$ cat src/rtl/hilo_control_sequencer_if.sv
// Control bundle between the HI/LO sequencer and the System datapath.
// master = sequencer side, slave = datapath/memory side.
interface hilo_control_sequencer_if #(
    parameter int OPCODE_WIDTH = 5,
    parameter int COUNT_WIDTH  = 16
);
    logic                    i_run;
    logic [OPCODE_WIDTH-1:0] i_ir_opcode;
    logic                    i_memory_done;

    logic o_PCout, o_IncPC, o_MARin, o_Zin;
    logic o_Zlo_out, o_PCin, o_MDRin, o_Mem_Read;
    logic o_Mem_enable512x32, o_MDRout, o_IRin;
    logic o_Gra, o_Grb, o_Rout, o_BAout, o_Yin;
    logic o_Cout, o_HIout, o_LOout, o_HIin, o_LOin, o_Rin;

    logic [OPCODE_WIDTH-1:0] o_opcode;
    logic                    o_busy;
    logic                    o_illegal;
    logic                    o_timeout;
    logic [COUNT_WIDTH-1:0]  o_instr_count;

    modport master (
        input  i_run, i_ir_opcode, i_memory_done,
        output o_PCout, o_IncPC, o_MARin, o_Zin,
        output o_Zlo_out, o_PCin, o_MDRin, o_Mem_Read,
        output o_Mem_enable512x32, o_MDRout, o_IRin,
        output o_Gra, o_Grb, o_Rout, o_BAout, o_Yin,
        output o_Cout, o_HIout, o_LOout, o_HIin, o_LOin, o_Rin,
        output o_opcode, o_busy, o_illegal, o_timeout,
        output o_instr_count
    );

    modport slave (
        output i_run, i_ir_opcode, i_memory_done,
        input  o_PCout, o_IncPC, o_MARin, o_Zin,
        input  o_Zlo_out, o_PCin, o_MDRin, o_Mem_Read,
        input  o_Mem_enable512x32, o_MDRout, o_IRin,
        input  o_Gra, o_Grb, o_Rout, o_BAout, o_Yin,
        input  o_Cout, o_HIout, o_LOout, o_HIin, o_LOin, o_Rin,
        input  o_opcode, o_busy, o_illegal, o_timeout,
        input  o_instr_count
    );
endinterface

$ cat src/rtl/hilo_control_sequencer.sv
// Hardwired T-state sequencer for mvhl / mfhi / mflo.
// Moore decode of state plus t1_first; sticky illegal/timeout traps.
module hilo_control_sequencer #(
    parameter int                    OPCODE_WIDTH = 5,
    parameter logic [OPCODE_WIDTH-1:0] OP_MVHL    = 5'b00001,
    parameter logic [OPCODE_WIDTH-1:0] OP_MFHI    = 5'b00011,
    parameter logic [OPCODE_WIDTH-1:0] OP_MFLO    = 5'b01011,
    parameter logic [OPCODE_WIDTH-1:0] ALU_ADD    = 5'b00011,
    parameter int                    MEM_WAIT_MAX = 15,
    parameter int                    COUNT_WIDTH  = 16
) (
    input  logic                      i_clk,
    input  logic                      i_clear,
    hilo_control_sequencer_if.master  bus
);
    localparam int WAIT_W = $clog2(MEM_WAIT_MAX + 1);
    localparam logic [WAIT_W-1:0] WAIT_LAST = WAIT_W'(MEM_WAIT_MAX - 1);

    typedef enum logic [2:0] {
        S_IDLE, S_T0, S_T1, S_T2, S_T3, S_T4, S_T5, S_HALT
    } state_t;

    state_t                 r_state, w_state_nxt;
    logic                   r_t1_first, w_t1_first_nxt;
    logic [WAIT_W-1:0]      r_wait_cnt, w_wait_cnt_nxt;
    logic                   r_illegal, w_illegal_nxt;
    logic                   r_timeout, w_timeout_nxt;
    logic [COUNT_WIDTH-1:0] r_instr_count, w_instr_count_nxt;
    logic                   w_end;

    // State and status registers; clear drops everything at once
    always_ff @(posedge i_clk or posedge i_clear) begin
        if (i_clear) begin
            r_state       <= S_IDLE;
            r_t1_first    <= 1'b0;
            r_wait_cnt    <= '0;
            r_illegal     <= 1'b0;
            r_timeout     <= 1'b0;
            r_instr_count <= '0;
        end else begin
            r_state       <= w_state_nxt;
            r_t1_first    <= w_t1_first_nxt;
            r_wait_cnt    <= w_wait_cnt_nxt;
            r_illegal     <= w_illegal_nxt;
            r_timeout     <= w_timeout_nxt;
            r_instr_count <= w_instr_count_nxt;
        end
    end

    // Next-state logic and per-state strobe decode
    always_comb begin
        w_state_nxt       = r_state;
        w_t1_first_nxt    = r_t1_first;
        w_wait_cnt_nxt    = r_wait_cnt;
        w_illegal_nxt     = r_illegal;
        w_timeout_nxt     = r_timeout;
        w_instr_count_nxt = r_instr_count;
        w_end             = 1'b0;

        bus.o_PCout            = 1'b0;
        bus.o_IncPC            = 1'b0;
        bus.o_MARin            = 1'b0;
        bus.o_Zin              = 1'b0;
        bus.o_Zlo_out          = 1'b0;
        bus.o_PCin             = 1'b0;
        bus.o_MDRin            = 1'b0;
        bus.o_Mem_Read         = 1'b0;
        bus.o_Mem_enable512x32 = 1'b0;
        bus.o_MDRout           = 1'b0;
        bus.o_IRin             = 1'b0;
        bus.o_Gra              = 1'b0;
        bus.o_Grb              = 1'b0;
        bus.o_Rout             = 1'b0;
        bus.o_BAout            = 1'b0;
        bus.o_Yin              = 1'b0;
        bus.o_Cout             = 1'b0;
        bus.o_HIout            = 1'b0;
        bus.o_LOout            = 1'b0;
        bus.o_HIin             = 1'b0;
        bus.o_LOin             = 1'b0;
        bus.o_Rin              = 1'b0;
        bus.o_opcode           = '0;

        unique case (r_state)
            S_IDLE: begin
                if (bus.i_run) w_state_nxt = S_T0;
            end
            S_T0: begin
                bus.o_PCout    = 1'b1;
                bus.o_IncPC    = 1'b1;
                bus.o_MARin    = 1'b1;
                bus.o_Zin      = 1'b1;
                w_wait_cnt_nxt = '0;
                w_t1_first_nxt = 1'b1;
                w_state_nxt    = S_T1;
            end
            S_T1: begin
                bus.o_MDRin            = 1'b1;
                bus.o_Mem_Read         = 1'b1;
                bus.o_Mem_enable512x32 = 1'b1;
                // PC latches only on the first T1 cycle of a stretched fetch
                bus.o_Zlo_out          = r_t1_first;
                bus.o_PCin             = r_t1_first;
                w_t1_first_nxt         = 1'b0;
                if (bus.i_memory_done) begin
                    w_state_nxt = S_T2;
                end else if (r_wait_cnt == WAIT_LAST) begin
                    w_timeout_nxt = 1'b1;
                    w_state_nxt   = S_HALT;
                end else begin
                    w_wait_cnt_nxt = r_wait_cnt + 1'b1;
                end
            end
            S_T2: begin
                bus.o_MDRout = 1'b1;
                bus.o_IRin   = 1'b1;
                w_state_nxt  = S_T3;
            end
            S_T3: begin
                if (bus.i_ir_opcode == OP_MFHI) begin
                    bus.o_Gra   = 1'b1;
                    bus.o_HIout = 1'b1;
                    bus.o_Rin   = 1'b1;
                    w_end       = 1'b1;
                end else if (bus.i_ir_opcode == OP_MFLO) begin
                    bus.o_Gra   = 1'b1;
                    bus.o_LOout = 1'b1;
                    bus.o_Rin   = 1'b1;
                    w_end       = 1'b1;
                end else if (bus.i_ir_opcode == OP_MVHL) begin
                    bus.o_Grb   = 1'b1;
                    bus.o_Rout  = 1'b1;
                    bus.o_BAout = 1'b1;
                    bus.o_Yin   = 1'b1;
                    w_state_nxt = S_T4;
                end else begin
                    w_illegal_nxt = 1'b1;
                    w_state_nxt   = S_HALT;
                end
            end
            S_T4: begin
                bus.o_Cout   = 1'b1;
                bus.o_Zin    = 1'b1;
                bus.o_opcode = ALU_ADD;
                w_state_nxt  = S_T5;
            end
            S_T5: begin
                bus.o_Zlo_out = 1'b1;
                bus.o_HIin    = 1'b1;
                bus.o_LOin    = 1'b1;
                w_end         = 1'b1;
            end
            S_HALT: begin
                w_state_nxt = S_HALT;
            end
            default: begin
                w_state_nxt = S_IDLE;
            end
        endcase

        // Retire: count and either chain the next fetch or idle
        if (w_end) begin
            w_instr_count_nxt = r_instr_count + 1'b1;
            w_state_nxt       = bus.i_run ? S_T0 : S_IDLE;
        end
    end

    assign bus.o_busy        = (r_state != S_IDLE) && (r_state != S_HALT);
    assign bus.o_illegal     = r_illegal;
    assign bus.o_timeout     = r_timeout;
    assign bus.o_instr_count = r_instr_count;
endmodule

$ cat src/flat_wrapper.sv
// flat-port wrapper written by rule: the top's interface ports become plain ports
module hilo_control_sequencer_flat 
#(
    parameter int                    OPCODE_WIDTH = 5,
    parameter logic [OPCODE_WIDTH-1:0] OP_MVHL    = 5'b00001,
    parameter logic [OPCODE_WIDTH-1:0] OP_MFHI    = 5'b00011,
    parameter logic [OPCODE_WIDTH-1:0] OP_MFLO    = 5'b01011,
    parameter logic [OPCODE_WIDTH-1:0] ALU_ADD    = 5'b00011,
    parameter int                    MEM_WAIT_MAX = 15,
    parameter int                    COUNT_WIDTH  = 16
)
  (i_clk, i_clear, bus_i_run, bus_i_ir_opcode, bus_i_memory_done, bus_o_PCout, bus_o_IncPC, bus_o_MARin, bus_o_Zin, bus_o_Zlo_out, bus_o_PCin, bus_o_MDRin, bus_o_Mem_Read, bus_o_Mem_enable512x32, bus_o_MDRout, bus_o_IRin, bus_o_Gra, bus_o_Grb, bus_o_Rout, bus_o_BAout, bus_o_Yin, bus_o_Cout, bus_o_HIout, bus_o_LOout, bus_o_HIin, bus_o_LOin, bus_o_Rin, bus_o_opcode, bus_o_busy, bus_o_illegal, bus_o_timeout, bus_o_instr_count);
  hilo_control_sequencer_if #(.OPCODE_WIDTH(OPCODE_WIDTH), .COUNT_WIDTH(COUNT_WIDTH)) bus_i ();
  input  logic i_clk;
  input  logic i_clear;
  input wire logic [$bits(bus_i.i_run)-1:0] bus_i_run;
  input wire logic [$bits(bus_i.i_ir_opcode)-1:0] bus_i_ir_opcode;
  input wire logic [$bits(bus_i.i_memory_done)-1:0] bus_i_memory_done;
  output wire logic [$bits(bus_i.o_PCout)-1:0] bus_o_PCout;
  output wire logic [$bits(bus_i.o_IncPC)-1:0] bus_o_IncPC;
  output wire logic [$bits(bus_i.o_MARin)-1:0] bus_o_MARin;
  output wire logic [$bits(bus_i.o_Zin)-1:0] bus_o_Zin;
  output wire logic [$bits(bus_i.o_Zlo_out)-1:0] bus_o_Zlo_out;
  output wire logic [$bits(bus_i.o_PCin)-1:0] bus_o_PCin;
  output wire logic [$bits(bus_i.o_MDRin)-1:0] bus_o_MDRin;
  output wire logic [$bits(bus_i.o_Mem_Read)-1:0] bus_o_Mem_Read;
  output wire logic [$bits(bus_i.o_Mem_enable512x32)-1:0] bus_o_Mem_enable512x32;
  output wire logic [$bits(bus_i.o_MDRout)-1:0] bus_o_MDRout;
  output wire logic [$bits(bus_i.o_IRin)-1:0] bus_o_IRin;
  output wire logic [$bits(bus_i.o_Gra)-1:0] bus_o_Gra;
  output wire logic [$bits(bus_i.o_Grb)-1:0] bus_o_Grb;
  output wire logic [$bits(bus_i.o_Rout)-1:0] bus_o_Rout;
  output wire logic [$bits(bus_i.o_BAout)-1:0] bus_o_BAout;
  output wire logic [$bits(bus_i.o_Yin)-1:0] bus_o_Yin;
  output wire logic [$bits(bus_i.o_Cout)-1:0] bus_o_Cout;
  output wire logic [$bits(bus_i.o_HIout)-1:0] bus_o_HIout;
  output wire logic [$bits(bus_i.o_LOout)-1:0] bus_o_LOout;
  output wire logic [$bits(bus_i.o_HIin)-1:0] bus_o_HIin;
  output wire logic [$bits(bus_i.o_LOin)-1:0] bus_o_LOin;
  output wire logic [$bits(bus_i.o_Rin)-1:0] bus_o_Rin;
  output wire logic [$bits(bus_i.o_opcode)-1:0] bus_o_opcode;
  output wire logic [$bits(bus_i.o_busy)-1:0] bus_o_busy;
  output wire logic [$bits(bus_i.o_illegal)-1:0] bus_o_illegal;
  output wire logic [$bits(bus_i.o_timeout)-1:0] bus_o_timeout;
  output wire logic [$bits(bus_i.o_instr_count)-1:0] bus_o_instr_count;
  assign bus_i.i_run = bus_i_run;
  assign bus_i.i_ir_opcode = bus_i_ir_opcode;
  assign bus_i.i_memory_done = bus_i_memory_done;
  assign bus_o_PCout = bus_i.o_PCout;
  assign bus_o_IncPC = bus_i.o_IncPC;
  assign bus_o_MARin = bus_i.o_MARin;
  assign bus_o_Zin = bus_i.o_Zin;
  assign bus_o_Zlo_out = bus_i.o_Zlo_out;
  assign bus_o_PCin = bus_i.o_PCin;
  assign bus_o_MDRin = bus_i.o_MDRin;
  assign bus_o_Mem_Read = bus_i.o_Mem_Read;
  assign bus_o_Mem_enable512x32 = bus_i.o_Mem_enable512x32;
  assign bus_o_MDRout = bus_i.o_MDRout;
  assign bus_o_IRin = bus_i.o_IRin;
  assign bus_o_Gra = bus_i.o_Gra;
  assign bus_o_Grb = bus_i.o_Grb;
  assign bus_o_Rout = bus_i.o_Rout;
  assign bus_o_BAout = bus_i.o_BAout;
  assign bus_o_Yin = bus_i.o_Yin;
  assign bus_o_Cout = bus_i.o_Cout;
  assign bus_o_HIout = bus_i.o_HIout;
  assign bus_o_LOout = bus_i.o_LOout;
  assign bus_o_HIin = bus_i.o_HIin;
  assign bus_o_LOin = bus_i.o_LOin;
  assign bus_o_Rin = bus_i.o_Rin;
  assign bus_o_opcode = bus_i.o_opcode;
  assign bus_o_busy = bus_i.o_busy;
  assign bus_o_illegal = bus_i.o_illegal;
  assign bus_o_timeout = bus_i.o_timeout;
  assign bus_o_instr_count = bus_i.o_instr_count;
  hilo_control_sequencer #(.OPCODE_WIDTH(OPCODE_WIDTH), .OP_MVHL(OP_MVHL), .OP_MFHI(OP_MFHI), .OP_MFLO(OP_MFLO), .ALU_ADD(ALU_ADD), .MEM_WAIT_MAX(MEM_WAIT_MAX), .COUNT_WIDTH(COUNT_WIDTH)) u_core (.i_clk(i_clk), .i_clear(i_clear), .bus(bus_i));
endmodule
$ cat config.mk
export PLATFORM = sky130hd
export DESIGN_NAME = hilo_control_sequencer_flat
export DESIGN_NICKNAME = d
export VERILOG_FILES = /design/src/rtl/hilo_control_sequencer_if.sv /design/src/rtl/hilo_control_sequencer.sv /design/src/flat_wrapper.sv
export SDC_FILE = /design/constraint.sdc
export NUM_CORES = 1
export LEC_CHECK = 0
export BUFFER_PORTS_ARGS = -buffer_cell sky130_fd_sc_hd__buf_2
export CORE_MARGIN = 4
export CORE_UTILIZATION = 35
export CTS_BUF_LIST = sky130_fd_sc_hd__clkbuf_8
export DETAILED_ROUTE_END_ITERATION = 16
export SLEW_MARGIN = 15
export SYNTH_ARGS = -nofsm -noshare
export SYNTH_HDL_FRONTEND = slang
export SYNTH_SLANG_ARGS = --single-unit
$ cat constraint.sdc
create_clock -name i_clk -period 2.02 [get_ports i_clk]
set_clock_uncertainty 0.2 [all_clocks]
set_input_delay 0.202 -clock i_clk [delete_from_list [all_inputs] [get_ports i_clk]]
set_output_delay 0.202 -clock i_clk [all_outputs]
set_load 0.05 [all_outputs]
Word level (Yosys, flattened, before mapping)
Index checks and enable logic that the tools add are counted.
{"block": "totals", "reg_bits": 26, "input_bits": 9, "out_inout_bits": 46, "wordCells": 74}
{"block": "classes", "addsub": 2, "n_eq_ne": 18, "n_mux": 34, "bitwise": 4, "reduce_logical": 10}
{"operator": "one-hot mux 3 bit (7 select lines)", "n": 1}
{"operator": "2-to-1 mux 1 bit", "n": 19}
{"operator": "2-to-1 mux 3 bit", "n": 6}
{"operator": "adder 16 x 1 -> 16 bit (second input constant)", "n": 1}
{"operator": "equality test 3 bit (second input constant)", "n": 4}
{"operator": "!= test 3 x 2 -> 1 bit (second input constant)", "n": 3}
{"operator": "2-to-1 mux 4 bit", "n": 2}
{"operator": "one-hot mux 4 bit (2 select lines)", "n": 1}
{"operator": "nonzero test 8 bit", "n": 1}
{"operator": "equality test 3 x 2 -> 1 bit (second input constant)", "n": 2}
{"operator": "one-hot mux 1 bit (2 select lines)", "n": 3}
{"operator": "AND reduction 3 bit", "n": 2}
{"operator": "equality test 5 x 1 -> 1 bit (second input constant)", "n": 1}
{"operator": "equality test 5 x 2 -> 1 bit (second input constant)", "n": 1}
{"operator": "equality test 5 x 4 -> 1 bit (second input constant)", "n": 1}
{"operator": "AND reduction 5 bit", "n": 1}
{"operator": "adder 4 x 1 -> 4 bit (second input constant)", "n": 1}
{"operator": "equality test 4 bit (second input constant)", "n": 1}
{"operator": "2-to-1 mux 2 bit", "n": 2}
{"operator": "!= test 2 bit (second input constant)", "n": 2}
{"operator": "!= test 4 x 2 -> 1 bit (second input constant)", "n": 1}
{"operator": "NOT 1 bit", "n": 4}
{"operator": "AND reduction 4 bit", "n": 1}
{"operator": "equality test 3 x 1 -> 1 bit (second input constant)", "n": 1}
{"operator": "6 further kinds", "n": 6}

Longest topological paths before layout
Gate-level depths: netlist of run 1.
{"block": "depth", "depth_word": 6, "mapped_depth": 6}

Worst setup path after synthesis of run 1
OpenSTA, ideal clock, no wires.
{"block": "synth_path", "path_kind": "register to output", "startpoint": "register u_core.r_state[0]", "endpoint": "output port bus_o_Grb", "t_arrival_ns": 2.382, "t_required_ns": 1.618, "setup_slack_ns": -0.764, "stages_incl_launch_ff": 6, "path_cell_list": "dfrtp_1 > nand2b_1 > nor2_1 > nand2_1 > nor3_1 > buf_4"}
{"block": "synth_between", "elab_chain_cells": 2}
{"item": "start: declaration", "line_no": "hilo_control_sequencer.sv:23", "rtl": "state_t r_state, w_state_nxt;"}
{"item": "start signal: assignment", "line_no": "hilo_control_sequencer.sv:41", "rtl": "r_state <= w_state_nxt;"}
{"item": "equality test 3 bit"}
{"item": "2-to-1 mux 1 bit"}
{"item": "end: declaration", "line_no": "flat_wrapper.sv:31", "rtl": "output wire logic [$bits(bus_i.o_Grb)-1:0] bus_o_Grb;"}
Every way passes these cells.

Worst setup path in the final report of run 1
{"block": "layout_path", "startpoint": "register u_core.r_state[0]", "endpoint": "output port bus_o_BAout"}
{"block": "layout_between", "elab_chain_cells": 2}
{"item": "equality test 3 bit", "line_no": "hilo_control_sequencer.sv:84", "rtl": "unique case (r_state)"}
{"item": "2-to-1 mux 1 bit", "line_no": "hilo_control_sequencer.sv:84"}
{"item": "end: declaration", "line_no": "flat_wrapper.sv:33", "rtl": "output wire logic [$bits(bus_i.o_BAout)-1:0] bus_o_BAout;"}
Every way passes these cells.

==> results of run 1 <==
-- layout make-up --
class,instances,area [sq um]
multi-input cells,100,721
well taps,50,62.6
repair buffers,66,400
flip-flops and latches,26,652
fillers,386,2110
clock buffers,3,41.3
clock inverters,1,30.0
inverters,11,41.3
-- sequential cells by signal, indices dropped and copies added (netlist names) --
name and flops:
u_core.r_t1_first 1, u_core.r_wait_cnt 4, u_core.bus.o_instr_count 16, u_core.r_state 3, u_core.bus.o_illegal 1, u_core.bus.o_timeout 1
-- worst register-to-register path: stages, from the launching register on --
cell and delay, ns:
dfrtp_1 0.44, buf_4 0.17, nor3b_4 0.28, buf_4 0.16
buf_4 0.11, a21oi_1 0.06, a21oi_1 0.17, o22ai_1 0.11
-- metal layers --
layer | wire (microns) | up-vias
met5 | 0 | -
met2 | 1530 | 31
met4 | 57 | 0
met3 | 158 | 4
met1 | 1370 | 573
li1 | - | 612
-- timing repair --
| action | 4_1_cts | 5_1_grt |
|---|---|---|
| gates resized for setup | 0 | 19 |
| hold endpoints to repair | 26 | 0 |
| cloned | 0 | 0 |
| setup endpoints to repair | 4 | 9 |
| buffers inserted | 0 | 7 |
| hold buffers | 1 | 0 |
| pin swaps | 0 | 2 |
-- cell families after synthesis --
family / share of synthesized area, %
DFF: 43.6
other: 0.251
AOI/OAI and AO/OA: 9.65
and+or+nand+nor: 22.1
xor gates and xnor gates: 9.40
buffers and inverters: 11.7
muxes: 0.755
adders and majority gates: 2.52
-- power groups by stage --
stage	registers [W]	clock network [W]	logic [W]
2_1_floorplan	0.000951	0	0.00114
3_3_place_gp	0.000792	0	0.00156
3_5_place_dp	0.000793	0	0.00157
4_1_cts	0.000782	0.000446	0.00157
5_1_grt	0.000800	0.000470	0.00182
6_report	0.000779	0.000433	0.00170
-- path summary, 6_finish.rpt --
| check | cells after the start | start | end | slack (ns) |
|---|---|---|---|---|
| min | 3 | bus_i_memory_done | u_core.r_wait_cnt[0] | 0.06 |
| max reg2reg | 7 | u_core.r_state[2] | u_core.r_wait_cnt[1] | 0.20 |
| max in group asynchronous | 4 | i_clear | u_core.r_state[1] | 1.03 |
| min in group asynchronous | 4 | i_clear | u_core.bus.o_instr_count[13] | 0.31 |
| max | 5 | u_core.r_state[0] | bus_o_BAout | 0.05 |
| min reg2reg | 1 | u_core.bus.o_timeout | u_core.bus.o_timeout | 0.26 |
-- cells in the mapped netlist (2+ instances only) --
cell type | n | area, sq um
xor2_1 | 9 | 78.8
nor3b_1 | 2 | 15.0
nor2b_1 | 2 | 12.5
buf_4 | 15 | 113
inv_1 | 10 | 37.5
nand2b_1 | 2 | 12.5
ha_1 | 3 | 37.5
a211oi_1 | 2 | 15.0
and3_1 | 3 | 18.8
a21o_1 | 2 | 15.0
o21ai_1 | 3 | 15.0
nor3_1 | 6 | 30.0
xnor2_1 | 7 | 61.3
and4_1 | 2 | 17.5
nand3_1 | 9 | 45.0
dfrtp_1 | 26 | 651
and2_1 | 2 | 12.5
nand2_1 | 5 | 18.8
nor2_1 | 11 | 41.3
nand4_1 | 3 | 18.8
a21oi_1 | 6 | 30.0
o21ai_0 | 2 | 10.0
-- cell usage in the layout, fill, tap and decap left out, drive strengths merged, types with 2 or more instances in the layout --
| master | Yosys | layout |
|---|---|---|
| buf | 17 | 60 |
| dfrtp | 26 | 26 |
| nor2 | 11 | 11 |
| inv | 10 | 10 |
| nand3 | 10 | 10 |
| xor2 | 9 | 9 |
| clkbuf | 1 | 8 |
| xnor2 | 7 | 7 |
| a21oi | 7 | 7 |
| nor3 | 6 | 6 |
| nand2 | 5 | 5 |
| o21ai | 5 | 5 |
| nor3b | 4 | 4 |
| and3 | 3 | 3 |
| nand4 | 3 | 3 |
| ha | 3 | 3 |
| conb | 1 | 3 |
| and4 | 2 | 2 |
| and2 | 2 | 2 |
| a21o | 2 | 2 |
| nor2b | 2 | 2 |
| nand2b | 2 | 2 |
| a211oi | 2 | 2 |
-- per-stage QoR --
| stage | cell area, sq um | util, % | setup WS [ns] |
|---|---|---|---|
| after floorplan | 1540 | - | -0.0195 |
| after global placement | 1770 | 43.6 | 0.292 |
| after detailed placement | 1770 | 43.6 | 0.272 |
| after CTS | 1850 | 45.6 | -0.0498 |
| after global routing | 1950 | 48.0 | -0.0598 |
| final | 1950 | 48.0 | 0.0467 |
==> out/metrics.cfg, run 1 <==
[power_and_ir_drop]
switching_share_pct=50.3
total_power_w=0.00292
p_clk_share_pct=14.9
combPwrFrac_pct=58.4
p_leak_nw=1.03
p_int_w=0.00145
peakVddDrop_v=0.000859
p_sw_w=0.00147
pwr_density_cell_mw_per_mm2=1500
power_frac_seq_pct=26.7

[grt]
grt_use_met1_pct=15.3
grt_usage_pct=12.0
grt_busiest_layer=met2
overflow=0
grt_pass1_wl_microns=5040
antenna_found_initial=0
grt_pass1_vias=1128
grt_max_degree=27
grtUsageMet2_pct=20.2
use_met3_pct=1.50

[floorplanning]
core_sq_mm=0.00406
io_pins=55
dieArea_sq_mm=0.00537
die_h_microns=73.3
floorplan.rows=23
start_util_pct=36.8
die_x_microns=73.3

[setup_path]
cp_slowest_cell=dfrtp_1
cpPeakStageDelay_ns=0.39
start_kind=flop
critPathKind=flop to primary output
crit_path_end_kind=primary output
cp_num_buf_inv=1
crit_arrival_ns=1.57
crit_family=simple AND/OR/NAND/NOR gates
path_cells=nand2b_4, nor2_2, nand2_2, nor3_4, buf_4
required_ns=1.62
worstPathMaxFanout=4

[synth]
synth_top_flop_cell=dfrtp_1
ys_seq_elements=26
synth-async-reset-ratio_pct=100
netlist_instances=153
synth_edf_count=0
synth_warnings=0
avgSynthCellArea_sq_um=9.75
synth_cell_types=43
synth.cell_area_sq_mm=0.00149
seq_area_frac_synth_pct=43.6

[cts]
cts.sinks=26
clkTransAtPathRegs_ns=0.09
htreeDepth=1
cts_tree=yes
numCtsBuffers=3
worstSkewPairLatency_ns=0.27
root_buffer=clkbuf_8
cts_buffer_depth=2

[run]
maxCapViolations=0

[routing]
wirelength_microns=3120
num_vias=1220
wl_per_cell_microns=12.2
drc=0
via_per_inst=4.75
detail-route-antenna-nets=0
drt_first_pass_iters=3
drtIter0Drc=23

[finish]
nets=220
area_growth_pct=30.6
drive_gt1_share_pct=40.6
final_cells=257
antenna_cells=0

[timing]
hold_violations=0
fin_hold_ws_ns=0.0634
slew_violations=0
fin_crit_ns=1.97
finalSetupViolCount=0
rsz0062_at_grt=yes
setup_tns_ns=0
max_freq_mhz=507
timing.final.crit_share_pct=97.7

[placement]
dp_cells=245
io_buffer_count=51
post-dp-hpwl_microns=2350
globalplace.congestion=0.718

[worst_hold_path]
hold_class=primary input to flop

[run_status]
status=completed

(Power assumes the default switching activity.)
==> run 2: changes to the inputs <==
Settings changed: SETUP_SLACK_MARGIN set to 0.2, TNS_END_PERCENT set to 30.
Clock period 2.02 ns to 1.8 ns, I/O delays scaled along.
==> run 2 against run 1 <==
The flow now finishes with violations (negative setup slack). Count of clock-buffer cells in the layout rose by 1. Critical path type unchanged. Die area stayed put. Wire length grew 19%. Utilization grew 8.2 points. Critical endpoint is now bus_o_HIout. Register-to-register slack got worse by 0.14 ns. Sequential power is 10% higher.
==> out/metrics.cfg, run 2 (synthesis results as in run 1) <==
[finish]
antenna_cells=0  ; unchanged
multiInputGateArea_sq_um=836  ; +16%
final_cell_mix=buf_2, dfrtp_1, buf_6, buf_4
drive_gt1_share_pct=51.2  ; +11 points
seq_area_sq_um=652  ; unchanged
n_fill_cell=349  ; -9.6%
design_area_sq_mm=0.00228  ; +17%
largest_reg_flops=16  ; unchanged
final_common_cell=buf_2
area_growth_pct=52.9
final_cells=265  ; +3.1%
nets=228  ; +3.6%

[cts]
clkTransAtPathRegs_ns=0.09  ; about the same
cts_buffer_depth=2  ; unchanged
cts.sinks=26  ; unchanged
numCtsBuffers=3  ; unchanged
worstSkewPairLatency_ns=0.27  ; about the same
cts_tree=yes
htreeDepth=1  ; unchanged
root_buffer=clkbuf_8

[timing]
slew_violations=0  ; unchanged
rsz0062_at_grt=yes
fin_crit_ns=1.88
hold_violations=0  ; unchanged
finalSetupViolCount=23  ; +23
fin_hold_ws_ns=0.0728  ; +0.00946 ns
timing.final.crit_share_pct=104
max_freq_mhz=532
setup_tns_ns=-0.706  ; -0.706 ns
fin_ws_ns=-0.0803  ; -0.127 ns

[setup_path]
start_kind=flop
rrSetupSlack_ns=0.06  ; -0.14 ns
required_ns=1.42  ; -0.20 ns
worstPathMaxFanout=7  ; +3
crit_path_end_kind=primary output
critPathKind=flop to primary output
crit_arrival_ns=1.50  ; -0.07 ns

[routing]
wirelength_microns=3700  ; +19%
detail-route-antenna-nets=0  ; unchanged
num_vias=1288  ; +5.6%
drt_first_pass_iters=4  ; +1
via_per_inst=4.86  ; +2.4%
wl_per_cell_microns=14.0  ; +15%
drtIter0Drc=43  ; +87%
drc=0  ; unchanged

[grt]
grt_usage_pct=13.6  ; +1.6 points
antenna_found_initial=0  ; unchanged
overflow=0  ; unchanged
grt_pass1_vias=1285  ; +14%
grt_pass1_wl_microns=5780  ; +15%
grt_max_degree=27  ; unchanged

[placement]
globalplace.congestion=0.739  ; +2.9%
post-dp-hpwl_microns=2460  ; +4.6%
dpl_cell_area_sq_mm=0.00183  ; +3.3%
dp_cells=249  ; +1.6%
io_buffer_count=51  ; unchanged

[power_and_ir_drop]
p_leak_nw=1.11  ; +8.1%
peakVddDrop_v=0.000942  ; +9.6%
pwr_density_cell_mw_per_mm2=1690  ; +13%

[floorplanning]
io_pins=55  ; unchanged
die_h_microns=73.3  ; unchanged
die_x_microns=73.3  ; unchanged
dieArea_sq_mm=0.00537  ; unchanged
floorplan.rows=23  ; unchanged
core_sq_mm=0.00406  ; unchanged
start_util_pct=36.8  ; unchanged

[run]
maxCapViolations=0  ; unchanged

[run_status]
status=finished with violations
violations=negative setup slack

[worst_hold_path]
hold_class=primary input to flop

-- run 2: cell types whose count changed in the layout (fill, tap and decap cells not counted), sizes merged --
cell / change
clkinv: -1
bufinv: -1
clkbuf: -3
buf: +12
clkinvlp: +1
-- run 2: final cells by class --
type | instances | area share [%]
sequential | 26 | 28.6
clock buffer | 4 | 2.41
timing repair buffer | 74 | 27.6
inverter | 11 | 1.98
tap | 50 | 2.74
multi-input combinational | 100 | 36.7
-- run 2: layer usage --
metal | up-vias | GRT usage (%) | wire length (microns)
met1 | 623 | 17.7 | 1690
li1 | 634 | - | -
met3 | 2 | 2.33 | 177
met4 | 0 | 3.69 | 27
met2 | 29 | 23.2 | 1810
met5 | - | 0 | 0
-- run 2: per-stage QoR --
stage | utilization, % | total power (W) | setup slack (ns)
CTS | 53.8 | 0.00367 | -0.131
global route | 56.2 | 0.00405 | -0.143
detailed placement | 45.1 | 0.00281 | 0.116
finish | 56.2 | 0.00385 | -0.0803
global placement | 45.1 | 0.00280 | 0.138
floorplan | - | 0.00242 | -0.179
-- run 2: timing repair --
action | CTS | global route
hold buffers | 1 | 0
buffers inserted | 8 | 3
resized for setup | 65 | 20
pin swaps | 19 | 12
hold endpoints to repair | 26 | 0
setup endpoints to repair | 36 | 47
-- run 2: worst paths after layout --
kind,from,end,cells after the start
worst min-delay path,bus_i_run,u_core.r_state[0],4
max in group asynchronous,i_clear,u_core.r_state[2],4
worst min register to register,u_core.bus.o_illegal,u_core.bus.o_illegal,1
min in group asynchronous,i_clear,u_core.r_wait_cnt[1],4
worst max-delay path,u_core.r_state[1],bus_o_HIout,6
worst max register to register,u_core.r_state[0],u_core.bus.o_instr_count[8],6
-- run 2: critical path, stage by stage, from the launching register on --
cell and delay (ns):
dfrtp_1 0.40, buf_6 0.15, nor2_4 0.12, buf_4 0.12, nand3_2 0.10, nor2_2 0.17, buf_6 0.17
-- run 2: where the power goes --
group	leakage, nW	internal [W]	switching [W]
logic	0.755	0.00105	0.00156
clock network	0.0288	0.000195	0.000181
registers	0.325	0.000718	0.000139
